$ cat config.mk
export PLATFORM = sky130hd
export DESIGN_NAME = vga_line_buffer
export DESIGN_NICKNAME = d
export VERILOG_FILES = /design/src/rtl/vga_line_buffer.sv
export SDC_FILE = /design/constraint.sdc
export NUM_CORES = 1
export LEC_CHECK = 0
export BUFFER_PORTS_ARGS = -buffer_cell sky130_fd_sc_hd__buf_4
export CAP_MARGIN = 15
export CORE_MARGIN = 2
export CORE_UTILIZATION = 55
export DETAILED_ROUTE_END_ITERATION = 10
export GPL_ROUTABILITY_DRIVEN = 0
export PLACE_DENSITY = 0.71
export REMOVE_ABC_BUFFERS = 1
export SLEW_MARGIN = 40
export SYNTH_ARGS = -nofsm -noshare
export SYNTH_HDL_FRONTEND = slang
export SYNTH_SLANG_ARGS = --single-unit
$ cat constraint.sdc
create_clock -name clk -period 2.7 [get_ports clk]
set_input_delay 0.27 -clock clk [delete_from_list [all_inputs] [get_ports clk]]
set_output_delay 0.27 -clock clk [all_outputs]
set_load 0.02 [all_outputs]
$ cat src/rtl/vga_line_buffer.sv
// Double-banked 480-pixel line buffer: a 16-bit word writer fills one bank while the reader serialises the other.
// Optional VGA_LINEBUF_STATUS_EN adds the saturating err_count port.
module vga_line_buffer #(
  parameter int unsigned WORD_W         = 16,
  parameter int unsigned WORDS_PER_LINE = 30
) (
  input  logic              clk,
  input  logic              rst_n,
  input  logic [WORD_W-1:0] wr_data,
  input  logic              wr_en,
  output logic              wr_ready,
  input  logic              line_start,
  input  logic              pix_en,
  output logic              pixel,
  output logic              underrun,
  output logic              overflow,
  input  logic              clr_flags
`ifdef VGA_LINEBUF_STATUS_EN
  ,
  output logic [7:0]        err_count
`endif
);

  localparam int unsigned PTR_W = (WORDS_PER_LINE > 1) ? $clog2(WORDS_PER_LINE) : 1;
  localparam int unsigned BIT_W = (WORD_W > 1) ? $clog2(WORD_W) : 1;
  localparam logic [PTR_W-1:0] WORD_LAST = PTR_W'(WORDS_PER_LINE - 1);
  localparam logic [BIT_W-1:0] BIT_LAST  = BIT_W'(WORD_W - 1);

  typedef enum logic {IDLE, SCAN} rd_state_t;

  logic [WORD_W-1:0] r_mem [2][WORDS_PER_LINE];
  logic [1:0]        r_full;
  logic              r_wr_sel;
  logic [PTR_W-1:0]  r_wr_ptr;
  logic              r_rd_sel;
  logic [PTR_W-1:0]  r_rd_word;
  logic [BIT_W-1:0]  r_rd_bit;
  rd_state_t         r_state;
  logic              r_pixel;
  logic              r_underrun;
  logic              r_overflow;

  logic              w_wr_accept;
  logic              w_wr_reject;
  logic              w_wr_last;
  logic              w_scan_last;
  logic              w_release;
  logic              w_start_sel;
  logic              w_start_ok;
  logic              w_underrun_ev;
  logic              w_rd_bit_val;
  logic [1:0]        w_full_nxt;

  assign wr_ready = ~r_full[r_wr_sel];
  assign pixel    = r_pixel;
  assign underrun = r_underrun;
  assign overflow = r_overflow;

  always_comb begin
    w_wr_accept   = wr_en & wr_ready;
    w_wr_reject   = wr_en & ~wr_ready;
    w_wr_last     = w_wr_accept && (r_wr_ptr == WORD_LAST);
    w_scan_last   = (r_state == SCAN) && pix_en && !line_start &&
                    (r_rd_word == WORD_LAST) && (r_rd_bit == BIT_LAST);
    w_release     = (r_state == SCAN) && (line_start || w_scan_last);
    // An aborted scan hands over to the other bank before the new line is judged.
    w_start_sel   = (r_state == SCAN) ? ~r_rd_sel : r_rd_sel;
    w_start_ok    = r_full[w_start_sel];
    w_underrun_ev = line_start && !w_start_ok;
    w_rd_bit_val  = r_mem[r_rd_sel][r_rd_word][r_rd_bit];
    w_full_nxt    = r_full;
    if (w_release) w_full_nxt[r_rd_sel] = 1'b0;
    if (w_wr_last) w_full_nxt[r_wr_sel] = 1'b1;
  end

  always_ff @(posedge clk) begin
    if (w_wr_accept) r_mem[r_wr_sel][r_wr_ptr] <= wr_data;
  end

  always_ff @(posedge clk or negedge rst_n) begin
    if (!rst_n) begin
      r_full     <= '0;
      r_wr_sel   <= 1'b0;
      r_wr_ptr   <= '0;
      r_underrun <= 1'b0;
      r_overflow <= 1'b0;
    end else begin
      r_full <= w_full_nxt;
      if (w_wr_accept) begin
        if (w_wr_last) begin
          r_wr_ptr <= '0;
          r_wr_sel <= ~r_wr_sel;
        end else begin
          r_wr_ptr <= r_wr_ptr + 1'b1;
        end
      end
      if (w_underrun_ev)  r_underrun <= 1'b1;
      else if (clr_flags) r_underrun <= 1'b0;
      if (w_wr_reject)    r_overflow <= 1'b1;
      else if (clr_flags) r_overflow <= 1'b0;
    end
  end

  always_ff @(posedge clk or negedge rst_n) begin
    if (!rst_n) begin
      r_state   <= IDLE;
      r_rd_sel  <= 1'b0;
      r_rd_word <= '0;
      r_rd_bit  <= '0;
      r_pixel   <= 1'b0;
    end else if (line_start) begin
      r_pixel   <= 1'b0;
      r_rd_sel  <= w_start_sel;
      r_rd_word <= '0;
      r_rd_bit  <= '0;
      r_state   <= w_start_ok ? SCAN : IDLE;
    end else if (pix_en) begin
      if (r_state == SCAN) begin
        r_pixel <= w_rd_bit_val;
        if (r_rd_bit == BIT_LAST) begin
          r_rd_bit <= '0;
          if (r_rd_word == WORD_LAST) begin
            r_rd_word <= '0;
            r_rd_sel  <= ~r_rd_sel;
            r_state   <= IDLE;
          end else begin
            r_rd_word <= r_rd_word + 1'b1;
          end
        end else begin
          r_rd_bit <= r_rd_bit + 1'b1;
        end
      end else begin
        r_pixel <= 1'b0;
      end
    end
  end

`ifdef VGA_LINEBUF_STATUS_EN
  logic [7:0] r_err_count;
  logic [1:0] w_err_inc;
  logic [8:0] w_err_sum;

  assign err_count = r_err_count;

  always_comb begin
    w_err_inc = {1'b0, w_underrun_ev} + {1'b0, w_wr_reject};
    w_err_sum = {1'b0, (clr_flags ? 8'd0 : r_err_count)} + {7'd0, w_err_inc};
  end

  always_ff @(posedge clk or negedge rst_n) begin
    if (!rst_n)          r_err_count <= '0;
    else if (w_err_sum[8]) r_err_count <= 8'hFF;
    else                 r_err_count <= w_err_sum[7:0];
  end
`endif

endmodule

==> metrics.md, run 1 <==
| Metric | Value |
|---|---|
| # diodes | `0` |
| Synth Instances | `1,901` |
| VDD IR max | `0.621 mV` |
| Clock Latency Late Sink | `660 ps` |
| Cell Rows | `97` |
| EDFF count, synth | `960` |
| Slew @ Worst Pin | `802 ps` |
| Ys async rst share | `0.0224` |
| Wire per inst | `30.0 um` |
| Final Hold Vio Count | `0` |
| First drt pass iteration count | `6` |
| Pwr Density | `863 mW/mm2` |
| Synth top area share | `0.748` |
| Nets | `2,190` |
| Failing checks | `setup timing` |
| Die span in x | `269 um` |
| Share of layout cells above drive strength 1 | `0.289` |
| First-pass GRT wire length | `139,000 um` |
| Root Driver | `clkbuf_16` |
| Reg2Reg Depth | `11` |
| Place WS | `-470 ps` |
| FF+latch count, synth | `982` |
| CP required | `3240 ps` |
| Met2 Use GR | `0.428` |
| Seq/Total Area, Yosys | `0.763` |
| Overall routing resource usage | `0.270` |
| Top post-synthesis cells by area | `edfxtp_1 75%, mux4_2 9.8%, mux2i_1 3.6%, dfrtp_1 1.4%, mux4_1 1.2%` |
| Hold Crit Class | `input port to asynchronous set/reset pin` |
| Synth Cell Area | `0.0385 mm2` |
| Final period util | `1.04` |
| Sink Count | `982` |
| Clk_skew | `30.2 ps` |
| Syn_area_per_cell | `20.3 um2` |
| Yosys warns | `0` |
| Final setup viols | `1` |
| HPWL after detailed placement | `55,800 um` |
| Post-layout worst setup margin | `-95.7 ps` |
| Clock Tree Buf Depth | `3` |
| Cell variety after synth | `64` |
| Nature of the critical path startpoint | `flop` |
| Area of the multi-input gates | `0.00881 mm2` |
| Post-synth top area cell | `edfxtp_1` |
| Busiest grt layer | `met2` |
| Met1 Use GR | `0.386` |
| Initial antenna violation count | `1` |
| Via Count | `20.5k` |
| DRC Markers | `0` |
| Vias per cell | `6.46` |
| Die area | `0.0722 mm2` |
| Initial Util | `0.553` |
| Core footprint | `0.0697 mm2` |
| Slew HR | `0.466` |
| Largest net degree at the start of global routing | `61` |
| Outcome | `finished, violations left` |
| Buffers added on ports | `25` |
| LEAKAGE | `14.8 nW` |
| Final min period | `2800 ps` |
| Die height | `269 um` |
| Vias in the first global route | `20.5k` |
| DRT iter0 DRCs | `2,500` |
| DRT antenna net count | `0` |
| Max_cap viols | `0` |
| CTS tree | `yes` |
| Crit. End Element | `flop` |
| GR Overflow Total | `0` |
| Pins Over Slew Limit | `0` |
| H-tree lvl count | `3` |
| RSZ-0062 raised after global routing | `true` |
| WL final | `95,400 um` |
| Worst EP arrival | `3340 ps` |
| # IOs | `26` |
| Clock-pin slew on the worst setup and hold paths | `70 ps` |
| Area Growth Syn to Fin | `17.2%` |
| Met3 Usage GRT | `0.0470` |
| CP Max Fanout | `7` |
| Cts bufs inserted | `94` |
| Max Fclk | `358 MHz` |
| Fill count | `4,576` |
| Setup CP Type | `flop to flop` |
| Register area | `0.0294 mm2` |
| Fin util | `0.648` |
| Ys flop type | `edfxtp_1` |
critical path, stage by stage (launching register included):
cell and delay [ps]:
dfrtp_4 450, buf_12 160, buf_12 150, buf_6 120, bufbuf_16 270, mux4_2 530, mux2i_2 240, nand2_1 120
a21oi_2 140, a211oi_2 90, o32ai_2 290, o22ai_2 120
area by class of cell:
class,count,area share
clock buffer,120,0.0566
clock inverter,49,0.0109
inverter,12,0.000998
timing repair buffer,269,0.0591
sequential,982,0.651
tap,940,0.0261
multi-input combinational,802,0.195
report_power, final:
group	internal, mW	leakage, nW	total [mW]	switching (mW)
logic	4.15	4.37	8.39	4.24
clock network	7.54	1.50	13.0	5.48
registers	17.3	8.92	17.6	0.262
final timing paths:
check / end / slack (ps) / startpoint
setup / recovery: pixel$_DFFE_PN0P_ / -100 / r_rd_sel$_DFFE_PN0P_
max in group asynchronous: r_rd_sel$_DFFE_PN0P_ / 2340 / rst_n
hold / removal: pixel$_DFFE_PN0P_ / 70 / rst_n
hold reg to reg: underrun$_DFFE_PN0P_ / 560 / underrun$_DFFE_PN0P_
min in group clk: r_mem[1][65]$_DFFE_PP_ / 100 / wr_data[1]
setup reg to reg: pixel$_DFFE_PN0P_ / -100 / r_rd_sel$_DFFE_PN0P_
registers in the layout, indices dropped and copies added, names as in the netlist:
name / flops
r_full: 2
r_mem: 960
pixel: 1
r_wr_sel: 1
underrun: 1
r_wr_ptr: 5
r_state: 1
r_rd_word: 5
overflow: 1
r_rd_bit: 4
r_rd_sel: 1
through the flow:
step	TNS (ps)	cell area (um2)	hold WS, ps	total power [mW]	cells
final	-95.7	45100	72.4	39.0	3174
after global routing	-157	45100	83.7	40.1	3174
after CTS	-28.8	45000	31.7	38.9	3171
after detailed placement	-470	41300	179	25.4	2982
after global placement	-570	41300	176	25.3	2982
after floorplan	-63230	37800	-25.6	20.8	1796
cells by family after synthesis:
kind of cell             after synthesis  share of synthesized area
adder cells (fa/ha/maj)                7                    0.00227
XOR/XNOR                               8                    0.00182
multiplexers                         324                      0.146
flip-flops                           982                      0.763
AND/OR/NAND/NOR                      247                     0.0287
buffers and inverters                117                     0.0188
AO/OA/AOI/OAI                        216                     0.0401
cells in the mapped netlist, types with 6 or more instances:
cell / instances
o211ai_1: 13
o21ai_0: 27
nor3_1: 10
nand2_1: 87
buf_6: 13
a221oi_1: 15
a211oi_1: 14
a21oi_1: 35
ha_1: 7
mux4_2: 167
a22o_1: 6
buf_4: 14
mux2i_1: 138
o221ai_1: 12
clkbuf_1: 45
buf_1: 9
nor2_1: 87
inv_1: 9
nor2b_1: 9
a22oi_1: 18
dfrtp_1: 22
a2111oi_0: 8
buf_2: 16
edfxtp_1: 960
o22ai_1: 23
mux4_1: 17
nand4_1: 10
nand3_1: 13
placed cells by master, fill, tap and decap left out, types with 7 or more instances in the layout:
cell and count:
clkbuf_16 98, o21ai_0 21, bufinv_16 9, nand2_1 85, nor2_1 86, a21oi_1 25, o211ai_1 13, a21oi_2 10
clkinv_2 20, a221oi_2 9, ha_1 7, o221ai_1 12, a221oi_1 8, o22ai_1 21, buf_12 41, edfxtp_1 960
mux2i_2 9, a211oi_1 9, dfrtp_1 18, buf_4 212, mux2i_1 128, mux4_2 169, nor2b_1 8, a22oi_1 13
nor3_1 8, inv_1 9, nand3_1 11, clkbuf_1 20, clkinv_1 16, mux4_1 15, nand4_1 10
metal layers:
layer | up-vias | wire length, um
li1 | 8428 | -
met1 | 10692 | 37200
met2 | 1219 | 46200
met3 | 166 | 9390
met4 | 0 | 2610
met5 | - | 0
timing repair:
action,CTS,global route
hold buffers,5,0
gates resized for setup,65,31
setup buffers,14,3
endpoints found under the setup margin,1,1
pin swaps,24,23
endpoints found under the hold margin,29,0
gates cloned,4,0
No activity file was read; power rests on OpenSTA's default activity.
==> run 2: changes to the inputs <==
--- a/config.mk
+++ b/config.mk
@@ -8,10 +8,11 @@
 export BUFFER_PORTS_ARGS = -buffer_cell sky130_fd_sc_hd__buf_4
 export CAP_MARGIN = 15
 export CORE_MARGIN = 2
-export CORE_UTILIZATION = 55
+export CORE_UTILIZATION = 53
 export DETAILED_ROUTE_END_ITERATION = 10
 export GPL_ROUTABILITY_DRIVEN = 0
-export PLACE_DENSITY = 0.71
+export PLACE_DENSITY = 0.69
+export RECOVER_POWER = 25
 export REMOVE_ABC_BUFFERS = 1
 export SLEW_MARGIN = 40
 export SYNTH_ARGS = -nofsm -noshare
==> run 2 against run 1 <==
  * The run ends with capacitance limit, slew limit, setup timing left
  * Critical path depth decreased by 2
  * Clock skew fell by 6.7 ps
  * Total power about the same
  * Maximum frequency fell by 2.4%
  * Setup slack worse by 69 ps
  * Hold slack gained 100 ps
  * Utilization fell by 2.3 points
  * Critical endpoint unchanged
  * Register-to-register slack got worse by 70 ps
  * Sequential share of layout area up 0.42 points
  * Cell area decreased by 0.63%
==> metrics.md, run 2 (same netlist as run 1, synthesis figures left out) <==
| Metric | Value |
|---|---|
| Biggest regs | `r_mem x960, r_rd_word x5, r_wr_ptr x5` |
| Post-layout worst setup margin | `-165 ps` |
| Final setup viols | `1` |
| RSZ-0062 raised after global routing | `true` |
| Core footprint | `0.0717 mm2` |
| Final hold slack | `175 ps` |
| Die span in x | `274 um` |
| Final period util | `1.06` |
| HPWL after detailed placement | `56,600 um` |
| First drt pass iteration count | `5` |
| Root Driver | `clkbuf_16` |
| Cell Chain, Critical Path | `buf_12 -> mux4_2 -> mux2_4 -> a2111oi_4 -> buf_4 -> o31a_1 -> o41ai_2 -> o32ai_1 -> o22ai_1` |
| CP Max Fanout | `6` |
| VDD IR max | `0.654 mV` |
| Slew @ Worst Pin | `3010 ps` |
| Area Growth Syn to Fin | `16.4%` |
| Placed Area | `0.0413 mm2` |
| Vias per cell | `6.40` |
| Most common cell after layout, fill and taps aside | `edfxtp_1` |
| Fin util | `0.625` |
| Most frequent cells in the layout | `960 x edfxtp_1, 203 x buf_4, 168 x mux4_2` |
| # IOs | `26` |
| Place WS | `-335 ps` |
| Overall routing resource usage | `0.259` |
| Max Fclk | `349 MHz` |
| CP required | `3230 ps` |
| Failing checks | `capacitance limit, slew limit, setup timing` |
| CTS tree | `yes` |
| Initial Util | `0.537` |
| Final min period | `2870 ps` |
| Initial antenna violation count | `0` |
| DRT iter0 DRCs | `2,289` |
| LEAKAGE | `14.7 nW` |
| H-tree lvl count | `3` |
| Crit-path slowest cell | `dfrtp_4` |
| Pins Over Slew Limit | `244` |
| Share of layout cells above drive strength 1 | `0.267` |
| Slew HR | `-1.01` |
| Clk_skew | `23.5 ps` |
| Clock Latency Late Sink | `650 ps` |
| Sink Count | `982` |
| Clock-pin slew on the worst setup and hold paths | `60 ps` |
| Nature of the critical path startpoint | `flop` |
| Worst path buffer plus inverter count | `2` |
| Cell Rows | `98` |
| Slowest Stage Delay on Critical Path | `560 ps` |
| Max_cap viols | `4` |
| Worst EP arrival | `3390 ps` |
| Largest register by flop count | `r_mem` |
| DRC Markers | `0` |
| Final Hold Vio Count | `0` |
| Max reg flops | `960` |
| Top Metal Used | `met4` |
| WL final | `96,100 um` |
| Metal1 wirelength | `39,000 um` |
| Clock Tree Buf Depth | `3` |
| Die area | `0.0749 mm2` |
| Routed length on met2 | `45,700 um` |
| DRT antenna net count | `0` |
| GR Overflow Total | `0` |
| Vias in the first global route | `20.4k` |
| Crit. End Element | `flop` |
| Cell family with most CP delay | `compound AO/OA/AOI/OAI gates` |
| Buffers added on ports | `25` |
| Setup CP Type | `flop to flop` |
| Post-route cell area | `0.0449 mm2` |
| Hold Crit Class | `input port to flop` |
| Nets | `2,187` |
| Wire per inst | `30.1 um` |
| # diodes | `0` |
| Pwr Density | `869 mW/mm2` |
| First-pass GRT wire length | `140,000 um` |
| Outcome | `finished, violations left` |
| Cts bufs inserted | `95` |
| Via Count | `20.4k` |
| Die height | `274 um` |
| Tot Pwr | `39.0 mW` |
| Met3 wire len | `8520 um` |
| Largest net degree at the start of global routing | `61` |
run 2: area by class of cell:
type | count | area, um2
clock buffer | 119 | 2490
multi-input combinational | 802 | 8600
inverter | 12 | 46.3
fill | 4848 | 26900
timing repair buffer | 265 | 2530
sequential | 982 | 29400
tap | 950 | 1190
clock inverter | 59 | 616
run 2: metal layers:
layer / vias to the layer above / global-route usage
met5: - / 0
met4: 0 / 0.0871
met3: 165 / 0.0386
met2: 1105 / 0.407
met1: 10722 / 0.379
li1: 8407 / -
run 2: what timing repair did:
action	CTS	global route
resized for setup	48	3
setup buffers	10	1
hold buffers	5	0
pin swaps	12	4
hold endpoints to repair	29	0
endpoints found under the setup margin	1	1
cloned	4	1
run 2: stage by stage:
stage | instances | TNS (ps)
after global placement | 2991 | -331
after global routing | 3189 | -195
after CTS | 3187 | -34.8
after detailed placement | 2991 | -335
after floorplan | 1796 | -63230
final | 3189 | -165
run 2: worst reg2reg max path: stages (launching register included):
cell       delay, ps
dfrtp_4          560
buf_12           190
mux4_2           510
mux2_4           300
a2111oi_4        290
buf_4            170
o31a_1           300
o41ai_2          170
o32ai_1          140
o22ai_1          120
run 2: final timing paths:
path / slack [ps] / from / depth (start not counted) / end
min in group asynchronous: 490 / rst_n / 2 / underrun$_DFFE_PN0P_
worst max register to register: -170 / r_rd_sel$_DFFE_PN0P_ / 9 / pixel$_DFFE_PN0P_
worst min-delay path: 170 / wr_en / 4 / r_wr_ptr[0]$_DFFE_PN0P_
max in group asynchronous: 1190 / rst_n / 2 / r_rd_sel$_DFFE_PN0P_
worst min register to register: 580 / underrun$_DFFE_PN0P_ / 2 / underrun$_DFFE_PN0P_
worst max-delay path: -170 / r_rd_sel$_DFFE_PN0P_ / 9 / pixel$_DFFE_PN0P_
run 2: report_power, final:
part	switching, mW	internal, mW	total (mW)	leakage [nW]
Clock	5.59	7.63	13.2	1.52
Combinational	4.12	4.04	8.16	4.30
Sequential	0.301	17.3	17.6	8.92
Total	10.0	29.0	39.0	14.7
==> run 3: changes to the inputs <==
--- a/config.mk
+++ b/config.mk
@@ -14,6 +14,7 @@
 export PLACE_DENSITY = 0.69
 export RECOVER_POWER = 25
 export REMOVE_ABC_BUFFERS = 1
+export SETUP_SLACK_MARGIN = 0.4
 export SLEW_MARGIN = 40
 export SYNTH_ARGS = -nofsm -noshare
 export SYNTH_HDL_FRONTEND = slang
==> run 3 against run 2 <==
  * The flow still finishes with violations (capacitance limit, slew limit, setup timing)
  * Sequential power barely moved
  * Critical path depth did not move
  * Clock skew fell by 0.54 ps
  * Combinational power rose by 0.9%
  * Global-route usage barely moved
  * Hold slack got worse by 80 ps
  * Final cell count barely moved
  * Total power rose by 0.24%
  * Critical path type unchanged
==> metrics.md, run 3 (same netlist as run 1, synthesis figures left out) <==
| Metric | Value |
|---|---|
| Outcome | `finished, violations left` |
| Failing checks | `capacitance limit, slew limit, setup timing` |
| Largest register by flop count | `r_mem` |
| Slew @ Worst Pin | `3070 ps` |
| Fin util | `0.626` |
| CP required | `3230 ps` |
| Setup TNS | `-108 ps` |
| First-pass GRT wire length | `140,000 um` |
| Vias per cell | `6.41` |
| Crit. End Element | `flop` |
| Core footprint | `0.0717 mm2` |
| Final min period | `2810 ps` |
| Wire per inst | `30.2 um` |
| Pwr Density | `870 mW/mm2` |
| Initial antenna violation count | `0` |
| DRT antenna net count | `0` |
| Worst EP arrival | `3340 ps` |
| RSZ-0062 raised after global routing | `true` |
| Clock Latency Late Sink | `660 ps` |
| Clock-pin slew on the worst setup and hold paths | `70 ps` |
| Die area | `0.0749 mm2` |
| Setup CP Type | `flop to flop` |
| H-tree lvl count | `3` |
| Cell Rows | `98` |
| Sink Count | `982` |
| Clk_skew | `23.0 ps` |
| Final Hold Vio Count | `0` |
| HPWL after detailed placement | `56,600 um` |
| First drt pass iteration count | `6` |
| Initial Util | `0.537` |
| Root Driver | `clkbuf_16` |
| Share of layout cells above drive strength 1 | `0.273` |
| Biggest regs | `r_mem x960, r_rd_word x5, r_wr_ptr x5` |
| # diodes | `0` |
| DRC Markers | `0` |
| Overall routing resource usage | `0.260` |
| Area Growth Syn to Fin | `16.6%` |
| # IOs | `26` |
| Final period util | `1.04` |
| DRT iter0 DRCs | `2,291` |
| Clock Tree Buf Depth | `3` |
| Max_cap viols | `3` |
| WL final | `96,200 um` |
| Die span in x | `274 um` |
| Buffers added on ports | `25` |
| Most common cell after layout, fill and taps aside | `edfxtp_1` |
| Max Fclk | `356 MHz` |
| Max reg flops | `960` |
| CP Max Fanout | `6` |
| LEAKAGE | `14.7 nW` |
| Post-layout worst setup margin | `-108 ps` |
| Final setup viols | `1` |
| CTS tree | `yes` |
| VDD IR max | `0.654 mV` |
| Die height | `274 um` |
| GR Overflow Total | `0` |
| Fill count | `4,841` |
| Nature of the critical path startpoint | `flop` |
| Nets | `2,188` |
| Pins Over Slew Limit | `183` |
| Vias in the first global route | `20.4k` |
| Cts bufs inserted | `95` |
| Slew HR | `-1.05` |
| Final hold slack | `94.6 ps` |
| Via Count | `20.4k` |
| Largest net degree at the start of global routing | `61` |
| Most frequent cells in the layout | `960 x edfxtp_1, 202 x buf_4, 168 x mux4_2` |
| Hold Crit Class | `input port to flop` |
run 3: path summary, 6_finish.rpt:
path	startpoint	endpoint	slack, ps	cells after the start
hold / removal	wr_en	r_wr_ptr[0]$_DFFE_PN0P_	90	3
max in group asynchronous	rst_n	r_rd_word[0]$_DFFE_PN0P_	1160	2
setup reg to reg	r_rd_sel$_DFFE_PN0P_	pixel$_DFFE_PN0P_	-110	9
setup / recovery	r_rd_sel$_DFFE_PN0P_	pixel$_DFFE_PN0P_	-110	9
hold reg to reg	underrun$_DFFE_PN0P_	underrun$_DFFE_PN0P_	580	2
min in group asynchronous	rst_n	underrun$_DFFE_PN0P_	500	2
run 3: layout make-up:
cell class                 count  area, um2  share of cell area
sequential                   982      29400               0.654
multi-input combinational    802       8650               0.193
timing repair buffer         266       2550              0.0568
clock buffer                 119       2490              0.0554
tap                          950       1190              0.0265
clock inverter                59        616              0.0137
inverter                      12       46.3             0.00103
run 3: through the flow:
step	instance area (um2)	total power, mW	worst slack, ps	cells
2_1_floorplan	37800	20.8	-10230	1796
3_3_place_gp	41300	25.2	-331	2991
3_5_place_dp	41300	25.3	-335	2991
4_1_cts	44900	39.1	-34.8	3188
5_1_grt	44900	40.2	-155	3190
6_report	44900	39.1	-108	3190
run 3: critical path, stage by stage, from the launching register on:
cell and delay, ps:
dfrtp_4 560, buf_12 190, mux4_2 500, mux2_4 300, a2111oi_4 290, buf_4 170
o31a_1 270, o41ai_2 140, o32ai_1 130, o22ai_1 120
run 3: routing by layer:
metal,global-route usage,vias up,share of wire
li1,-,8413,-
met1,0.378,10691,0.40
met2,0.406,1149,0.47
met3,0.0398,184,0.090
met4,0.0896,0,0.031
met5,0,-,0
run 3: power by group:
| group | internal, mW | leakage (nW) | switching [mW] |
|---|---|---|---|
| clock | 7.63 | 1.52 | 5.60 |
| sequential | 17.3 | 8.92 | 0.310 |
| combinational | 4.08 | 4.31 | 4.15 |
| total | 29.0 | 14.7 | 10.1 |
run 3: what timing repair did:
action                                  CTS  global route
setup buffers                            10             1
hold endpoints to repair                 29             0
pin swaps                                12             7
hold buffers                              5             0
gates cloned                              4             1
endpoints found under the setup margin  208           488
gates resized for setup                  56            17
